--- src/rtl/seg_scan_ctrl.sv ---
// Multiplexed 7-segment scan controller: blank/show slots per digit, double-buffered
// display value swapped at frame boundaries, optional leading-zero suppression.
module seg_scan_ctrl #(
    parameter int NUM_DIGITS   = 4,
    parameter int DIV          = 1000,
    parameter int BLANK_CYCLES = 2
) (
    input  logic                      clk,
    input  logic                      rst,
    input  logic [4*NUM_DIGITS-1:0]   digits_in,
    input  logic                      load,
    input  logic                      lz_en,
    output logic [3:0]                num,
    output logic [NUM_DIGITS-1:0]     dig_sel,
    output logic                      frame_done
);

    localparam int CW = $clog2((DIV > BLANK_CYCLES ? DIV : BLANK_CYCLES) + 1);
    localparam int IW = $clog2(NUM_DIGITS);
    localparam logic [CW-1:0] DIV_LAST   = CW'(DIV - 1);
    localparam logic [CW-1:0] BLANK_LAST = CW'(BLANK_CYCLES > 0 ? BLANK_CYCLES - 1 : 0);
    localparam logic [IW-1:0] IDX_LAST   = IW'(NUM_DIGITS - 1);
    localparam logic [NUM_DIGITS-1:0] SEL_ONE = {{(NUM_DIGITS-1){1'b0}}, 1'b1};

    typedef enum logic {BLANK = 1'b0, SHOW = 1'b1} state_t;

    state_t                    state, state_nxt;
    logic [IW-1:0]             idx, idx_nxt;
    logic [CW-1:0]             cnt, cnt_nxt;
    logic [4*NUM_DIGITS-1:0]   active, active_nxt;
    logic [4*NUM_DIGITS-1:0]   pending, pending_nxt;
    logic                      pend_valid, pend_valid_nxt;
    logic                      wrap;
    logic [NUM_DIGITS-1:0]     supp;
    logic [3:0]                nib;
    logic [3:0]                num_nxt;
    logic [NUM_DIGITS-1:0]     sel_nxt;
    logic                      done_nxt;

    // A digit is suppressed when it and every more significant digit is exactly zero;
    // an F nibble breaks the run, and digit 0 always stays visible.
    function automatic logic [NUM_DIGITS-1:0] lz_mask(input logic [4*NUM_DIGITS-1:0] val);
        logic [NUM_DIGITS-1:0] mask;
        logic                  zero_run;
        mask     = {NUM_DIGITS{1'b0}};
        zero_run = 1'b1;
        for (int i = NUM_DIGITS - 1; i >= 1; i--) begin
            zero_run = zero_run && (val[4*i +: 4] == 4'h0);
            mask[i]  = zero_run;
        end
        return mask;
    endfunction

    // Next-state, buffer and output decode; outputs are computed for the next state
    // so the registered outputs line up with the state they describe.
    always_comb begin
        state_nxt      = state;
        idx_nxt        = idx;
        cnt_nxt        = cnt + CW'(1);
        wrap           = 1'b0;
        case (state)
            BLANK: begin
                if (BLANK_CYCLES == 0 || cnt == BLANK_LAST) begin
                    state_nxt = SHOW;
                    cnt_nxt   = {CW{1'b0}};
                end else begin
                    state_nxt = BLANK;
                end
            end
            SHOW: begin
                if (cnt == DIV_LAST) begin
                    cnt_nxt   = {CW{1'b0}};
                    wrap      = (idx == IDX_LAST);
                    idx_nxt   = wrap ? {IW{1'b0}} : idx + IW'(1);
                    state_nxt = (BLANK_CYCLES == 0) ? SHOW : BLANK;
                end else begin
                    state_nxt = SHOW;
                end
            end
            default: begin
                state_nxt = BLANK;
                idx_nxt   = {IW{1'b0}};
                cnt_nxt   = {CW{1'b0}};
            end
        endcase

        // A load coinciding with the swap lands in pending for the following frame.
        active_nxt     = (wrap && pend_valid) ? pending : active;
        pending_nxt    = load ? digits_in : pending;
        if (load) begin
            pend_valid_nxt = 1'b1;
        end else if (wrap) begin
            pend_valid_nxt = 1'b0;
        end else begin
            pend_valid_nxt = pend_valid;
        end

        supp = lz_en ? lz_mask(active_nxt) : {NUM_DIGITS{1'b0}};
        nib  = active_nxt[{idx_nxt, 2'b00} +: 4];
        if (state_nxt == SHOW) begin
            sel_nxt  = SEL_ONE << idx_nxt;
            num_nxt  = supp[idx_nxt] ? 4'hF : nib;
            done_nxt = (idx_nxt == IDX_LAST) && (cnt_nxt == DIV_LAST);
        end else begin
            sel_nxt  = {NUM_DIGITS{1'b0}};
            num_nxt  = 4'hF;
            done_nxt = 1'b0;
        end
    end

    // State, buffers and registered outputs.
    always_ff @(posedge clk or posedge rst) begin
        if (rst) begin
            state      <= BLANK;
            idx        <= {IW{1'b0}};
            cnt        <= {CW{1'b0}};
            active     <= {(4*NUM_DIGITS){1'b0}};
            pending    <= {(4*NUM_DIGITS){1'b0}};
            pend_valid <= 1'b0;
            num        <= 4'hF;
            dig_sel    <= {NUM_DIGITS{1'b0}};
            frame_done <= 1'b0;
        end else begin
            state      <= state_nxt;
            idx        <= idx_nxt;
            cnt        <= cnt_nxt;
            active     <= active_nxt;
            pending    <= pending_nxt;
            pend_valid <= pend_valid_nxt;
            num        <= num_nxt;
            dig_sel    <= sel_nxt;
            frame_done <= done_nxt;
        end
    end

endmodule

--- config.mk ---
export PLATFORM = sky130hd
export DESIGN_NAME = seg_scan_ctrl
export DESIGN_NICKNAME = d
export VERILOG_FILES = /design/src/rtl/seg_scan_ctrl.sv
export SDC_FILE = /design/constraint.sdc
export NUM_CORES = 1
export LEC_CHECK = 0
export CAP_MARGIN = 5
export CORE_UTILIZATION = 50
export CTS_CLUSTER_DIAMETER = 200
export DETAILED_ROUTE_END_ITERATION = 8
export PLACE_DENSITY = 0.84
export SYNTH_ARGS = -nofsm -noshare
export SYNTH_HDL_FRONTEND = slang
export SYNTH_SLANG_ARGS = --single-unit
--- constraint.sdc ---
create_clock -name clk -period 2.5 [get_ports clk]
set_input_delay 0.25 -clock clk [delete_from_list [all_inputs] [get_ports clk]]
set_output_delay 0.25 -clock clk [all_outputs]
set_load 0.005 [all_outputs]
Word-level counts from Yosys, hierarchy flattened
Index checks and enable logic that the tools add are counted.
- $add $sub $neg: 2
- magnitude comparators: 1
- eq/ne operators: 5
- shifts and indexed selects: 2
- muxes and demuxes: 21
- bitwise gates (word level): 1
- reductions and logical operators: 8
- operators by type and width (cell ; number):
    10-bit equality test, second input constant ; 2
    10-bit 2-to-1 mux ; 2
    10-bit case mux with 2 select lines ; 1
    16-bit 2-to-1 mux ; 1
    4-bit 2-to-1 mux ; 4
    16-bit by 5-bit variable part select with 4-bit output ; 1
    4-bit logical NOT ; 3
    10-bit by 1-bit adder with 10-bit output, second input constant ; 1
    10-bit by 1-bit equality test with 1-bit output, second input constant ; 1
    1-bit 2-to-1 mux ; 8
    2-bit 2-to-1 mux ; 3
    2-bit equality test, second input constant ; 2
    1-bit logical AND ; 4
    1-bit by 2-bit << shifter with 4-bit output, first input constant ; 1
    2-bit by 3-bit less-than comparator with 1-bit output, second input constant ; 1
    2-bit by 1-bit adder with 2-bit output, second input constant ; 1
    1-bit binary-select mux with 2-bit select ; 1
    1-bit case mux with 2 select lines ; 1
    2-bit nonzero test ; 1
    1-bit NOT ; 1
- register bits after elaboration: 55
- input port bits: 20
- output and inout bits: 9
- word-level logic and storage cells: 49

Depth between registers and ports, before layout
- depth after elaboration: 13
- depth in mapped cells: 9
- gate-level depth less buffers: 8

Least setup slack after synthesis
Ideal clock, no wire load.
- path kind: register to register
- start: register cnt[0]
- end: register num[2]
- setup time: 0.094 ns
- arrival time: 2.097 ns
- data required time: 2.406 ns
- slack: 0.309 ns
- stages on the path, launching flop included: 8
- path buffers: 0
- period minus slack after synthesis: 2.191 ns
- cell sequence: dfrtp_1 -> ha_1 -> nand4bb_4 -> nor3_4 -> mux2i_1 -> mux2_2 -> mux2i_1 -> o211ai_1
- word-level cells in the longest chain between the ends: 13
- elaborated cells between the ends (all ways): 22
- those cells by class: eq/ne (2); shift (1); mux (13); reduce/logical (6)
- RTL lines (item ; line ; text):
    from (decl) ; 29 ; logic [CW-1:0] cnt, cnt_nxt;
    from (signal assigned) ; 116 ; cnt <= {CW{1'b0}};
    from (signal assigned) ; 126 ; cnt <= cnt_nxt;
    10-bit equality test ; 71 ; if (cnt == DIV_LAST) begin
    1-bit 2-to-1 mux ; 71 ;
    1-bit 2-to-1 mux ; 61 ; case (state)
    1-bit logical AND ; 88 ; active_nxt = (wrap && pend_valid) ? pending : active;
    16-bit 2-to-1 mux ; 88 ;
    4-bit logical NOT ; 48 ; zero_run = zero_run && (val[4*i +: 4] == 4'h0);
    1-bit logical AND (2 in series) ; 48 ;
    4-bit 2-to-1 mux ; 98 ; supp = lz_en ? lz_mask(active_nxt) : {NUM_DIGITS{1'b0}};
    1-bit binary-select mux with 2-bit select ; 102 ; num_nxt = supp[idx_nxt] ? 4'hF : nib;
    1-bit 2-to-1 mux (implied by the code) ; 102 ;
    4-bit 2-to-1 mux ; 102 ;
    4-bit 2-to-1 mux * ; 100 ; if (state_nxt == SHOW) begin
    via num_nxt[2] ; 36 ; logic [3:0] num_nxt;
    to (signal assigned) ; 130 ; num <= num_nxt;
    to (decl) ; 13 ; output logic [3:0] num,
Mark *: on every way through the listed nets, which the timed path passes. The rest lies on a longest branch. The select of a mux whose other input is x is not followed.
A chain may end at the register's enable or synchronous reset.

Final worst setup path
- start: register cnt[0]
- end: register num[1]
- word-level cells in the longest chain between the ends: 13
- elaborated cells between the ends (all ways): 22
- those cells by class: eq/ne (2); shift (1); mux (13); reduce/logical (6)
- RTL lines (item ; line ; text):
    10-bit equality test * ; 71 ;
    1-bit 2-to-1 mux * ; 71 ;
    1-bit 2-to-1 mux * ; 61 ;
    1-bit logical AND * ; 88 ;
    16-bit 2-to-1 mux * ; 88 ;
    via active_nxt[9] ; 30 ; logic [4*NUM_DIGITS-1:0] active, active_nxt;
    4-bit logical NOT ; 48 ;
    1-bit logical AND (2 in series) ; 48 ;
    4-bit 2-to-1 mux ; 98 ;
    1-bit binary-select mux with 2-bit select ; 102 ;
    1-bit 2-to-1 mux (implied by the code) ; 102 ;
    4-bit 2-to-1 mux * ; 102 ;
    4-bit 2-to-1 mux * ; 100 ;
    via num_nxt[1] ; 36 ;
Marks and branches as above.

==> metrics <==
outcome=completed; Final HPWL DP=3830 microns; minimum clock period=between 2 and 2.5 ns; non-filler cells, final=324; uppermost layer routed=met4; Die X=around 75 microns; vias in the first global route=between 1500 and 2000; Hold Violations, Final=0; Worst R2R Setup Slack=0.20 ns; CP Launch Type=flop; DR vias/cell=approximately 5.5; Ys Warns=0; Area growth, synth to finish=18.8%; Rows=26; synthesized flop and latch total=55; Pwr Total=1600 uW; Mapped Avg Cell Area=12.1 sq um; first-pass GRT wire length=8960 microns; area of the core=5070 sq um; unrepaired setup endpoints after global routing=no; clock slew at reported path FFs=0.10 ns; Worst path depth=7; period utilisation layout=91.9%; Worst-Margin Slew=0.780 ns; largest net degree at the start of global routing=30; Crit. Startpoint=cnt[0]; Area contributors post-synth=dfrtp_1 (49%), mux2_2 (13%), dfstp_2 (4.0%); distinct cell type count after synthesis=52; die height=74.5 microns; M1 wire length=between 2000 and 2500 microns; initial antenna violation count=0; routed via count=1783; area leader, netlist=dfrtp_1; Final ANT Viol Nets=0; Inst Count DP=316; Top Family by Delay on Critical Path=simple AND/OR/NAND/NOR gates; mapped cell area=2630 sq um; sequential area share after synthesis=between 50% and 60%; Reg-to-Reg End=num[1]; WS Path Type=reg2reg; Pre-Repair DR Iteration Count=4; max incr delay on CP=roughly 0.42 ns; Num Clock Sinks=between 50 and 60; Post-CTS Resized=0; worst-path fanout max=11; Bufs and invs on worst path=1; Reg2Reg Launch Point=cnt[0]; Worst path slowest cell=dfrtp_1; CP Capture Type=flop; Worst Skew=around 0.011 ns; CTS tree=done; final setup fails=0; Longest Clk Path Bufs=2; gr usage total=22.0%; Max Cap Violations=0; Final TNS setup=0 ns; Max Transition Viols Final=0; metal3 WL=between 150 and 200 microns; Ports=29; Port Buffers=28; Mapped Nets=241; Iteration-0 DRC Markers=108; final design utilization=61.6%; DRC viols=0; Reg2Reg Depth=7; Initial Utilization=around 52%; leakage=0.00138 uW; CTS Hold Buffers Added=0; worst-case vdd ir drop=398 uV; clk_lat worst skew=0.31 ns; met2 WL=2650 microns; cts bufs inserted=5; asr flop ratio synth=100%; crit-path cells=ha_1 > nand4bb_4 > nor4_4 > buf_4 > mux2_2 > a22oi_1 > o211ai_1; root buf cell=clkbuf_8; Max-slew headroom=47.8%; layout cell share with drive strength beyond 1=25.6%; routed length per instance=16.0 microns; Worst Hold Class=in2async; GP Congestion=0.869; ant diodes=0; PwrDens=511 nW/um^2; nets@finish=approximately 280; H-tree depth=2; cells after synthesis=218; postcts setup bufs=0; Routed WL=5180 microns; Die ar.=5560 sq um; Req. time, crit path=2.72 ns; EDFF count, synth=0; WP data arrival=~2.5 ns; Synth top area share=48.5%; CP endpoint=num[1]; GRT Residual Overflow=0; Fill cells=around 420; most common flop cell mapped by yosys=dfrtp_1; fmax=435 MHz
## flip-flops by register name (all words and copies together) (netlist names)
name / count
active: 16
cnt: 10
dig_sel: 4
frame_done: 1
idx: 2
num: 4
pend_valid: 1
pending: 16
state: 1
## power breakdown
group	total, uW	switching [uW]	internal (uW)
registers	936	21.2	915
logic	87.8	34.1	53.6
clock network	572	272	300
## worst register-to-register path: cells and delay by family (launching register included)
kind	cells	cell delay [ns]
compound gates	2	0.34
fa+ha+maj	1	0.30
buf+inv	1	0.25
flops	1	0.42
mux	1	0.36
simple gates	2	0.53
## worst min-delay path by stage
stage / to / slack [ns] / start / depth (start not counted)
3_3_place_gp: cnt[0] / 0.49 / cnt[0] / 1
6_report: active[0] / 0.32 / rst / 2
2_1_floorplan: pending[10] / 0.40 / digits_in[10] / 1
4_1_cts: active[0] / 0.33 / rst / 2
5_1_grt: active[0] / 0.37 / rst / 2
3_5_place_dp: pending[0] / 0.50 / pending[0] / 1
## stage by stage
stage	hold slack, ns	area (sq um)	setup WS (ns)
after CTS	0.329	3130	0.202
after detailed placement	0.497	3020	0.227
after global placement	0.491	3020	0.356
final	0.318	3130	0.202
after floorplan	0.402	2630	0.309
after global routing	0.367	3130	0.0387
## cells in the mapped netlist, types with 2 or more instances
cell and count:
clkbuf_1 3, o21ai_1 2, nor2_1 17, mux2_2 31, nand3_1 6, buf_6 3, o21ai_0 7, a21oi_2 2
mux2i_1 9, nor3_1 3, o211ai_1 5, and4_1 2, xnor2_1 7, a21oi_1 5, dfstp_2 4, dfrtp_1 51
nand2_1 11, inv_1 7, ha_1 3, nor4_1 5, or4_1 3, a31oi_1 2
## routing by layer
| metal | up-vias | global-route usage, % |
|---|---|---|
| li1 | 847 | - |
| met1 | 886 | 29.7 |
| met3 | 7 | 4.47 |
| met2 | 43 | 35.3 |
| met5 | - | 0 |
| met4 | 0 | 7.97 |
## cells by family after synthesis
family	Yosys count	synth area share [%]
adder cells (fa/ha/maj)	3	1.43
AO/OA/AOI/OAI	32	8.27
flip-flops	55	52.5
buffers and inverters	18	3.66
XOR/XNOR	8	2.66
multiplexers	40	16.7
AND/OR/NAND/NOR	62	14.8
## final cells by class
type / count / area (sq um) / area share (%)
Sequential cell: 55 / 1380 / 44.2
Multi-Input combinational cell: 145 / 1150 / 36.9
Clock buffer: 7 / 76.3 / 2.44
Clock inverter: 1 / 30.0 / 0.960
Timing Repair Buffer: 38 / 368 / 11.8
Inverter: 8 / 30.0 / 0.960
Tap cell: 70 / 87.6 / 2.80
## cell usage in the layout, fill, tap and decap left out, types with 4 or more instances in the layout
cell	instances
o21ai_0	7
o211ai_1	5
buf_4	9
nand2_1	11
a21oi_1	5
nor2_1	17
inv_1	6
dfrtp_1	51
xnor2_1	7
dfstp_2	4
clkdlybuf4s50_1	28
nor4_1	5
mux2i_1	9
mux2_2	31
clkbuf_8	5
nand3_1	6
No activity file was read; power rests on OpenSTA's default activity.
